===== config.mk =====
export PLATFORM = sky130hd
export DESIGN_NAME = pc_gen
export DESIGN_NICKNAME = d
export VERILOG_FILES = /design/src/rtl/pc_gen.sv
export SDC_FILE = /design/constraint.sdc
export NUM_CORES = 1
export LEC_CHECK = 0
export CORE_MARGIN = 3
export CORE_UTILIZATION = 35
export DETAILED_ROUTE_END_ITERATION = 8
export PLACE_DENSITY_LB_ADDON = 0.15
export SETUP_SLACK_MARGIN = 0.3
export SKIP_CTS_REPAIR_TIMING = 1
export SLEW_MARGIN = 15
export SYNTH_ARGS = -nofsm -noshare
export SYNTH_HDL_FRONTEND = slang
export SYNTH_SLANG_ARGS = --single-unit

===== constraint.sdc =====
create_clock -name clk -period 9.5 [get_ports clk]
set_input_delay 2.85 -clock clk [delete_from_list [all_inputs] [get_ports clk]]
set_output_delay 2.85 -clock clk [all_outputs]
set_load 0.01 [all_outputs]

===== src/rtl/pc_gen.sv =====
// pc_gen: fetch program counter with prioritised next-PC selection,
// a RUN/TRAP return FSM and a circular return-address stack.
`default_nettype none

module pc_gen #(
  parameter int              XLEN         = 32,
  parameter logic [XLEN-1:0] RESET_VECTOR = '0,
  parameter logic [XLEN-1:0] TRAP_VECTOR  = XLEN'('h100),
  parameter int              RAS_DEPTH    = 4
) (
  input  logic            clk,
  input  logic            reset,
  input  logic            clk_enable,
  input  logic            stall,
  input  logic            pc_src,
  input  logic [XLEN-1:0] pc_target,
  input  logic            call,
  input  logic            ret,
  input  logic            trap,
  input  logic            mret,
  output logic [XLEN-1:0] pc,
  output logic [XLEN-1:0] pc_plus_4,
  output logic [XLEN-1:0] epc,
  output logic            in_trap,
  output logic            misaligned,
  output logic            ras_empty,
  output logic            ras_full
);

  localparam int PW = $clog2(RAS_DEPTH);
  localparam int CW = $clog2(RAS_DEPTH + 1);
  localparam logic [CW-1:0] FULL_COUNT = CW'(RAS_DEPTH);

  typedef enum logic {RUN = 1'b0, TRAP = 1'b1} state_t;

  state_t          state;
  logic [XLEN-1:0] ras_mem [RAS_DEPTH];
  logic [PW-1:0]   ras_ptr;   // next slot to write; top of stack is ras_ptr-1
  logic [CW-1:0]   ras_count;
  logic [PW-1:0]   ras_top_idx;
  logic            target_bad;

  assign pc_plus_4   = pc + XLEN'(4);
  assign in_trap     = (state == TRAP);
  assign ras_empty   = (ras_count == '0);
  assign ras_full    = (ras_count == FULL_COUNT);
  assign ras_top_idx = ras_ptr - PW'(1);
  assign target_bad  = (pc_target[1:0] != 2'b00);

  always_ff @(posedge clk or posedge reset) begin
    if (reset) begin
      pc         <= RESET_VECTOR;
      epc        <= '0;
      state      <= RUN;
      misaligned <= 1'b0;
      ras_ptr    <= '0;
      ras_count  <= '0;
      for (int i = 0; i < RAS_DEPTH; i++) ras_mem[i] <= '0;
    end else if (clk_enable) begin
      misaligned <= 1'b0;
      if (trap || (pc_src && target_bad && !(mret && state == TRAP))) begin
        // A rejected redirect enters the trap exactly like an external trap.
        pc         <= TRAP_VECTOR;
        misaligned <= !trap;
        if (state == RUN) begin
          epc   <= pc;
          state <= TRAP;
        end
      end else if (mret && state == TRAP) begin
        pc    <= epc;
        state <= RUN;
      end else if (pc_src) begin
        pc <= pc_target;
        if (call) begin
          // When full, the write slot wraps onto the oldest entry.
          ras_mem[ras_ptr] <= pc_plus_4;
          ras_ptr          <= ras_ptr + PW'(1);
          if (ras_count != FULL_COUNT) ras_count <= ras_count + CW'(1);
        end
      end else if (ret && !ras_empty) begin
        pc        <= ras_mem[ras_top_idx];
        ras_ptr   <= ras_top_idx;
        ras_count <= ras_count - CW'(1);
      end else if (!stall) begin
        pc <= pc_plus_4;
      end
    end
  end

endmodule

`default_nettype wire


==> results_dict.tcl <==
set metrics [dict create \
    status "finished clean" \
    via_count 7490 \
    vdd_drop_max_v 0.000125 \
    clock_transition_at_path_regs_ns 0.08 \
    synth-seq-area-share_pct 50.5 \
    drive_gt1_share_pct 14.7 \
    synth-compound-area-share_pct 16.2 \
    grt_pass1_vias 7496 \
    syn_area_sq_um 9860 \
    nets_in_the_synthesized_netlist 967 \
    worstHoldPathType "flop to flop" \
    worstReg2RegEnd "ras_mem[64]" \
    worst-endpoint-required_ns 6.65 \
    htreeDepth 4 \
    drt-initial-drc-count 657 \
    rows 60 \
    report.power.total_w 0.00256 \
    mean_number_of_vias_per_cell 5.33 \
    muxShareOfSynthArea_pct 12.2 \
    timing.critical_path.fanout_max 11 \
    design.portCount 141 \
    clock-sinks 199 \
    syn_avg_cell_area_sq_um 10.7 \
    design.die.area_sq_um 30200 \
    io_buffer_count 140 \
    power.leakage_nw 5.20 \
    worst_path_max_delay_cell "dfrtp_1" \
    final_nets 1067 \
    end_kind "primary output" \
    firstDrtPassIters 7 \
    worst_case_clock_buffer_depth 2 \
    slew_viol_final 0 \
    initial_utilization_pct 36.1 \
    setup_viol 0 \
    num_antenna_cells 0 \
    ys_seq_elements 199 \
    timing_worst_slew_pin_value_ns 1.15 \
    area_added_between_synthesis_and_finish_pct 22.7 \
    finalCriticalPeriod_ns 6.24 \
    synthDistinctLibCells 68 \
    reg2reg_depth 5 \
    synth.yosys.warnings 0 \
    instance_count_along_the_most_critical_hold_path 2 \
    hold_viol_final 0 \
    setup_repair_after_global_routing_missed_its_margin "false" \
    detail_route.wl_per_cell_um 21.2 \
    place_congestion 0.788 \
    cts.root.buffer_cell "clkbuf_16" \
    synthSimpleGateAreaFrac_pct 13.0 \
    grt_pass1_wl_um 46500 \
    hold_path_startpoint "ras_mem[47]" \
    async_reset_ff_share_pct 100 \
    post_route_wl_um 29800 \
    worstSetupPathType "flop to primary output" \
    max_freq_mhz 160 \
    place.detailed.hpwl_um 20100 \
    synth_top_family_by_area "compound AO/OA/AOI/OAI gates" \
    post_synthesis_cell_count 920 \
    power_density_of_the_placed_cells_nw_per_um2 212 \
    globalRouteOverflowTotal 0 \
    clk-insertion-delay-late_ns 0.44 \
    holdPathEnd "ras_mem[47]" \
    worstPathCellList "ha_1 > and3_1 > nand4_4 > or3_1 > xor2_1 > inv_1 > clkdlybuf4s50_1" \
    post_synth_xor_area_fraction_pct 1.87 \
    crit_path_start_kind "flop" \
    max_slew_margin_pct 23.1 \
    numCtsBuffers 17 \
    crit_path_max_incr_delay_ns 0.54 \
    worst-r2r-setup-slack_ns 6.68 \
    synth-edff-count 0 \
    layoutNonFillerInstCount 1405 \
    r2r_start "in_trap" \
    final.setup.tns_ns 0 \
    hold_ws_ns 0.478 \
    route.detailed.drc 0 \
    die_w_um 174 \
    cts_tree "yes" \
    grt_antenna_before_repair 0 \
    final.setup_skew_ns 0.0154 \
    global_route.usage.total_pct 19.9 \
    core-area_sq_um 27300 \
    max_cap_viol_count 0 \
    final_min_period_over_clock_period_pct 65.7 \
    numPlacedInstances 1373 \
    cp_data_arrival_time_ns 3.39 \
    antenna_left 0 \
    die_y_um 174 \
    grt_start_max_net_pins 131 \
    arithmetic_cell_share_of_the_synthesized_area_counting_full_adders_half_adders_and_majority_gates_pct 0.837 \
    ys_dominant_reg_cell "dfrtp_1" \
]
[registers in the layout (all words and copies together), names as in the netlist]
signal and count:
misaligned 1, pc 32, ras_mem 128, in_trap 1, epc 32, ras_ptr 2, ras_count 3
[cell usage after synthesis, types with 4 or more instances]
cell      number  share of area [%]
and2_1         7               0.44
o31ai_1        5               0.38
nor2_1        17               0.65
nand3_1       11               0.56
o22ai_1       11               0.70
mux4_2        31                7.1
or3_1          5               0.32
mux2_2        41                4.7
and4_1         5               0.44
nand2_1      153                5.8
o21ai_1       18               0.91
o31a_1         4               0.36
buf_2         14               0.71
inv_1         37                1.4
a21oi_1       14               0.71
ha_1           5               0.63
nor3_1         7               0.36
o221ai_1      14                1.2
xnor2_1        9               0.80
buf_4          4               0.30
nand4_1        8               0.51
xor2_1        12                1.1
a22oi_1       18                1.4
dfrtp_1      199                 50
a211oi_1       7               0.53
a221o_1        9               0.91
and3_1         9               0.57
o21ai_0      128                6.5
buf_6          7               0.80
clkbuf_1      44                1.7
[logic make-up (layout without fill, tap and decap cells)]
logic type,Yosys count,after routing
compound gates,256,256
mux,75,75
simple gates,252,252
buf+inv,111,224
fa+ha+maj,6,6
flops,199,199
xor+xnor,21,21
[worst max path at each step]
stage,from,to,cells past startpoint
3_3_place_gp,trap,ras_mem[64],6
6_report,pc[2],pc_plus_4[20],7
3_5_place_dp,trap,ras_mem[1],6
5_1_grt,pc[2],pc_plus_4[20],7
2_1_floorplan,reset,epc[0],1
4_1_cts,pc[2],pc_plus_4[20],7
[where the power goes]
group	total [W]	switching, W	internal (W)
Sequential	0.00108	0.000120	0.000958
Clock	0.000752	0.000366	0.000385
Combinational	0.000733	0.000384	0.000349
Total	0.00256	0.000870	0.00169
[critical path, delay by kind of cell, from the launching register on]
kind	cells	cell delay, ns
buffers and inverters	2	0.59
adders and majority gates	1	0.26
and+or+nand+nor	3	1.11
xor gates and xnor gates	1	0.46
DFF	1	0.54
[per-layer routing]
| metal | up-vias | wire length [um] | track usage, % |
|---|---|---|---|
| li1 | 3532 | - | - |
| met1 | 3735 | 14400 | 29.0 |
| met2 | 202 | 13700 | 31.1 |
| met3 | 21 | 1320 | 3.07 |
| met4 | 0 | 449 | 5.19 |
| met5 | - | 0 | 0 |
[metrics by stage]
stage,util [%],setup slack [ns],instance area (sq um)
final,44.3,3.26,12100
after global routing,44.3,3.03,12100
after floorplan,-,1.22,9860
after detailed placement,42.1,3.74,11500
after CTS,44.3,3.22,12100
after global placement,42.1,3.77,11500
[layout make-up]
type / count / area, sq um
well taps: 372 / 465
multi-input cells: 610 / 4390
clock buffers: 19 / 443
fillers: 2628 / 15200
inverters: 38 / 150
repair buffers: 154 / 1510
flip-flops and latches: 199 / 4980
clock inverters: 13 / 160
[placed cells by master, fill, tap and decap left out, types with 5 or more instances in the layout]
cell	instances
nand4_1	8
buf_4	14
inv_8	5
mux4_2	31
dfrtp_1	198
mux2_2	41
or3_1	5
xnor2_1	9
a21oi_1	14
and3_1	9
and4_1	5
clkdlybuf4s50_1	140
xor2_1	12
a221o_1	9
inv_1	36
o22ai_1	11
o221ai_1	14
nand3_1	11
ha_1	5
and2_1	7
clkbuf_16	17
nor2_1	16
nor3_1	7
nand2_1	149
a211oi_1	7
a22oi_1	18
o21ai_1	18
o21ai_0	128
No activity file was read; power rests on OpenSTA's default activity.
==> edit 1: new RTL, config.mk and constraints unchanged <==
`RAS_DEPTH`: 4 -> 2.
--- a/src/rtl/pc_gen.sv
+++ b/src/rtl/pc_gen.sv
@@ -6,7 +6,7 @@
   parameter int              XLEN         = 32,
   parameter logic [XLEN-1:0] RESET_VECTOR = '0,
   parameter logic [XLEN-1:0] TRAP_VECTOR  = XLEN'('h100),
-  parameter int              RAS_DEPTH    = 4
+  parameter int              RAS_DEPTH    = 2
 ) (
   input  logic            clk,
   input  logic            reset,
Formal check against the unedited RTL: not equivalent (Yosys sat finds a counterexample within 4 cycles, from zero or initial values and one cycle with reset high).
==> edit 1 against the unedited design <==
  * Sequential cell count is 66 lower
  * Worst setup slack worse by 38 ps
  * Routed wire length is 28% lower
  * Cell area is 24% lower
  * Count of clock-buffer cells in the layout is 4 higher
  * Maximum frequency is 0.61% lower
  * Largest power group unchanged
  * Global-route usage is 0.47 points higher
  * Total power is 16% lower
  * Synthesized area is 30% lower
  * Cell count is 20% lower
==> edit 1: results (changes against the unedited design) <==
clk slew on worst S/H paths -> 60 ps (-20 ps)
clk_lat worst skew -> 420 ps (-20 ps)
CP arrival -> 3430 ps (+40 ps)
xor and xnor area share after synthesis -> 3.66% (+1.8 points)
half-perimeter wire length after placement -> 14200 um (-29%)
maximum vdd drop -> 0.137 mV (+9.9%)
All-Layer GR Usage -> 20.4% (+0.47 points)
Synth Instances -> 730 (-21%)
FF-to-FF setup slack -> 6690 ps (about the same)
multi-input logic cell count -> 501 (-18%)
Synth Area in Adders -> 0.181% (-0.66 points)
Final period util -> 66.1% (+0.40 points)
Post-DP Area -> 8520 um2 (-26%)
hold slack -> 477 ps (-0.637 ps)
largest cells by area after synthesis -> dfrtp_1, o21ai_0, mux2_2, mux2i_1, nand2_1
worst hold start -> ras_mem[27]
clock skew -> 10.1 ps (-5.34 ps)
clock root cell -> clkbuf_16
largest net degree at the start of global routing -> 73 (-44%)
DP Worst Slack -> 3290 ps (-448 ps)
Critical Path End -> pc_plus_4[28]
Data buffer area share -> 16.0% (+3.6 points)
syn nets -> 772 (-20%)
total number of vias -> 5978 (-20%)
CTS Sinks -> 133 (-33%)
nets -> 890 (-17%)
vias in the first global route -> 6374 (-15%)
TritonRoute pass-1 iters -> 5 (-2)
share of layout cells above drive strength 1 -> 9.06% (-5.7 points)
sequential share of the synthesized area -> 48.0% (-2.5 points)
# Taps -> 260 (-30%)
Post-synth top cells -> dfrtp_1, o21ai_0, nand2_1
Synth Area in Compound Gates -> 18.2% (+2.0 points)
DRT iter0 DRCs -> 421 (-36%)
sequential cell area share -> 36.3% (-4.8 points)
Non-clock buffers -> 149 (-3.2%)
outcome -> complete, no violations
Pwr Total -> 2.16 mW (-16%)
Clock buf/inv share -> 7.01% (+2.0 points)
Leak -> 4.02 nW (-23%)
fraction of synthesized area in multiplexers -> 8.90% (-3.3 points)
fraction of area in multi-input gates -> 35.2% (-1.2 points)
Max FO, Critical Path -> 8 (-3)
DP Cell Count -> 1089 (-21%)
GP Congestion -> 0.828 (+5.0%)
global-route wire length before repair -> 34700 um (-25%)
Largest regs -> ras_mem (64), epc (32), pc (32)
distinct cell type count after synthesis -> 57 (-16%)
total routed wirelength -> 21400 um (-28%)
Fillers -> 1779 (-32%)
DR WL/cell -> 19.1 um (-10%)
worst slew pin tran -> 1170 ps (+20.2 ps)
Final Util -> 48.0% (+3.7 points)
final-layout clock buffer total -> 23 (+4)
==> edit 1: cell types whose count changed after synthesis, sizes merged, moves of 9 or more <==
cell / delta
o22ai: -9
mux4: -32
a222oi: +9
nand2: -76
dfrtp: -66
mux2: -12
clkbuf: -23
a21oi: +40
a22oi: -14
o21ai: -66
mux2i: +27
o221ai: -13
nor2: +34
==> edit 1: worst max-delay path: stages (launching register included) <==
cell,delay [ps]
dfrtp_1,480
ha_1,230
nand3_1,360
nor4_4,730
nand4_1,300
xor2_1,330
inv_1,90
clkdlybuf4s50_1,490
==> edit 1: layer usage <==
layer	track usage, %	wire length, um	share of wire, %
met2	34.0	10300	48
met3	4.94	1110	5.2
met4	5.32	255	1.2
met1	26.7	9770	46
met5	0	0	0
==> edit 1: power by group <==
group          switching [mW]  leakage, nW  internal (mW)
clock network           0.243        0.315          0.479
logic                   0.268         1.95          0.302
registers               0.163         1.76          0.704
==> edit 2: new RTL, same flow settings <==
Without the edit above. Reset style: synchronous (`reset`), changed in one clocked block.
--- a/src/rtl/pc_gen.sv
+++ b/src/rtl/pc_gen.sv
@@ -47,7 +47,7 @@
   assign ras_top_idx = ras_ptr - PW'(1);
   assign target_bad  = (pc_target[1:0] != 2'b00);
 
-  always_ff @(posedge clk or posedge reset) begin
+  always_ff @(posedge clk) begin
     if (reset) begin
       pc         <= RESET_VECTOR;
       epc        <= '0;
Behaviour: differs if reset is asserted again (counterexample within 4 cycles, from zero or initial values and one cycle with reset high); with reset held inactive, the same outputs for 4 cycles.
==> edit 2 against the unedited design <==
  * Synthesized area decreased by 4.0%
  * Count of clock-buffer cells in the layout decreased by 1
  * Via count decreased by 0.89%
  * Routed wire length decreased by 1.8%
  * Sequential cell count unchanged
  * Global-route usage about the same
  * Non-clock buffer count increased by 3
  * Clock skew decreased by 5.1 ps
  * Cell area decreased by 2.9%
  * Worst setup slack got worse by 130 ps
Power is not compared: it rests on default switching activity, and its combinational part moved more than twofold at a synthesized area within 25%.
==> edit 2: results (changes against the unedited design) <==
met1 GRT Util -> 29.9% (+0.94 points)
Largest regs -> ras_mem (128), epc (32), pc (32)
share of layout cells above drive strength 1 -> 9.39% (-5.3 points)
Hold/Removal Path Class -> reg2reg
initial antenna violation count -> 0 (unchanged)
largest net degree at the start of global routing -> 56 (-57%)
Max FO, Critical Path -> 12 (+1)
Post-synth top cells -> nand2_1, nor2_1, edfxtp_1
yosys warns -> 0 (unchanged)
P_int -> 1.41 mW
Routed Antenna Nets -> 0 (unchanged)
half-perimeter wire length after placement -> 20300 um (+1.1%)
outcome -> complete, no violations
Fillers -> 2527 (-3.8%)
CP arrival -> 3520 ps (+130 ps)
met3 Use GR -> 3.69% (+0.63 points)
clk slew on worst S/H paths -> 80 ps (about the same)
clock root cell -> clkbuf_16
ant diodes -> 0 (unchanged)
fraction of synthesized area in multiplexers -> 7.72% (-4.5 points)
TritonRoute pass-1 iters -> 5 (-2)
ys flop type -> edfxtp_1
clk_lat worst skew -> 440 ps (about the same)
Post-DP Area -> 11100 um2 (-3.1%)
Post-synth EDFFs -> 128 (+128)
Clock Path Buffers -> 2 (unchanged)
clock skew -> 10.3 ps (-5.13 ps)
syn nets -> 968 (+0.10%)
largest cells by area after synthesis -> edfxtp_1, dfxtp_1, mux4_2, nand2_1, nor2_1
total grt overflow -> 0 (unchanged)
nets -> 1074 (+0.66%)
maximum vdd drop -> 0.118 mV
Num CTS Buffers -> 17 (unchanged)
total routed wirelength -> 29300 um (-1.8%)
Synth Area in Adders -> 0.344% (-0.49 points)
Vias/cell -> 5.38 (+0.97%)
Synth Area in Compound Gates -> 11.2% (-5.0 points)
count of input and output buffers -> 140 (unchanged)
met2 Resource Use GR -> 30.3% (-0.79 points)
share of async-settable or async-resettable flops after synthesis -> 0% (-100 points)
xor and xnor area share after synthesis -> 1.94% (+0.078 points)
htree depth -> 4 (unchanged)
global-route wire length before repair -> 43600 um (-6.1%)
vias in the first global route -> 7096 (-5.3%)
Slew Limit Headroom -> 34.0% (+11 points)
DRT iter0 DRCs -> 716 (+9.0%)
All-Layer GR Usage -> 19.9% (+0.030 points)
Leak -> 4.14 nW
GP Congestion -> 0.844 (+7.1%)
distinct cell type count after synthesis -> 62 (-8.8%)
sequential share of the synthesized area -> 55.6% (+5.1 points)
edit 2: changes by cell type in the layout (fill, tap and decap cells not counted), sizes merged, moves of 41 or more:
| cell | change |
|---|---|
| mux2 | -41 |
| dfrtp | -199 |
| nor2 | +111 |
| o21ai | -112 |
| dfxtp | +71 |
| edfxtp | +128 |
edit 2: critical path, stage by stage (launching register included):
cell	delay [ps]
dfxtp_1	690
ha_1	320
nand4_1	260
nor2_1	340
nand4_1	210
and2_1	230
nor2_1	450
inv_1	80
clkdlybuf4s50_1	490
edit 2: final cells by class:
cell class,instances,area [um2],share of cell area [%]
multi-input cells,614,3780,32.1
clock inverters,14,183,1.55
flip-flops and latches,199,5270,44.8
well taps,335,419,3.57
clock buffers,18,429,3.65
repair buffers,157,1520,13.0
inverters,42,158,1.34
edit 2: power groups by stage:
stage	Sequential [mW]	Combinational [mW]	Clock [mW]
detailed placement	0.980	0.166	0
finish	0.961	0.166	0.765
global placement	0.980	0.166	0
global route	0.964	0.179	0.815
CTS	0.961	0.167	0.780
floorplan	0.975	0.0877	0
edit 2: kinds of logic (layout without fill, tap and decap cells):
group	Yosys count	in the layout
AND/OR/NAND/NOR	397	397
flip-flops	199	199
AO/OA/AOI/OAI	161	161
buffers and inverters	112	231
multiplexers	33	33
XOR/XNOR	21	21
adder cells (fa/ha/maj)	2	2
edit 2: worst paths after layout:
kind / startpoint / endpoint / slack (ps) / depth (start not counted)
worst max-delay path: pc[2] / pc_plus_4[24] / 3130 / 8
worst min-delay path: epc[14] / epc[14] / 480 / 2
worst max register to register: in_trap / ras_mem[1][5] / 5920 / 7
worst min register to register: epc[14] / epc[14] / 480 / 2
edit 2: metal layers:
layer  routed length, um  up-vias
met3                1650       21
met1               14200     3651
li1                    -     3511
met5                   0        -
met4                 306        0
met2               13100      240
edit 2: metrics by stage:
step	worst slack, ps	hold WS, ps	utilization (%)	instances
after global placement	2990	457	42.3	1347
after CTS	3100	475	44.6	1379
final	3130	475	44.6	1379
after detailed placement	2920	463	42.3	1347
after floorplan	3960	476	-	925
after global routing	2980	492	44.6	1379
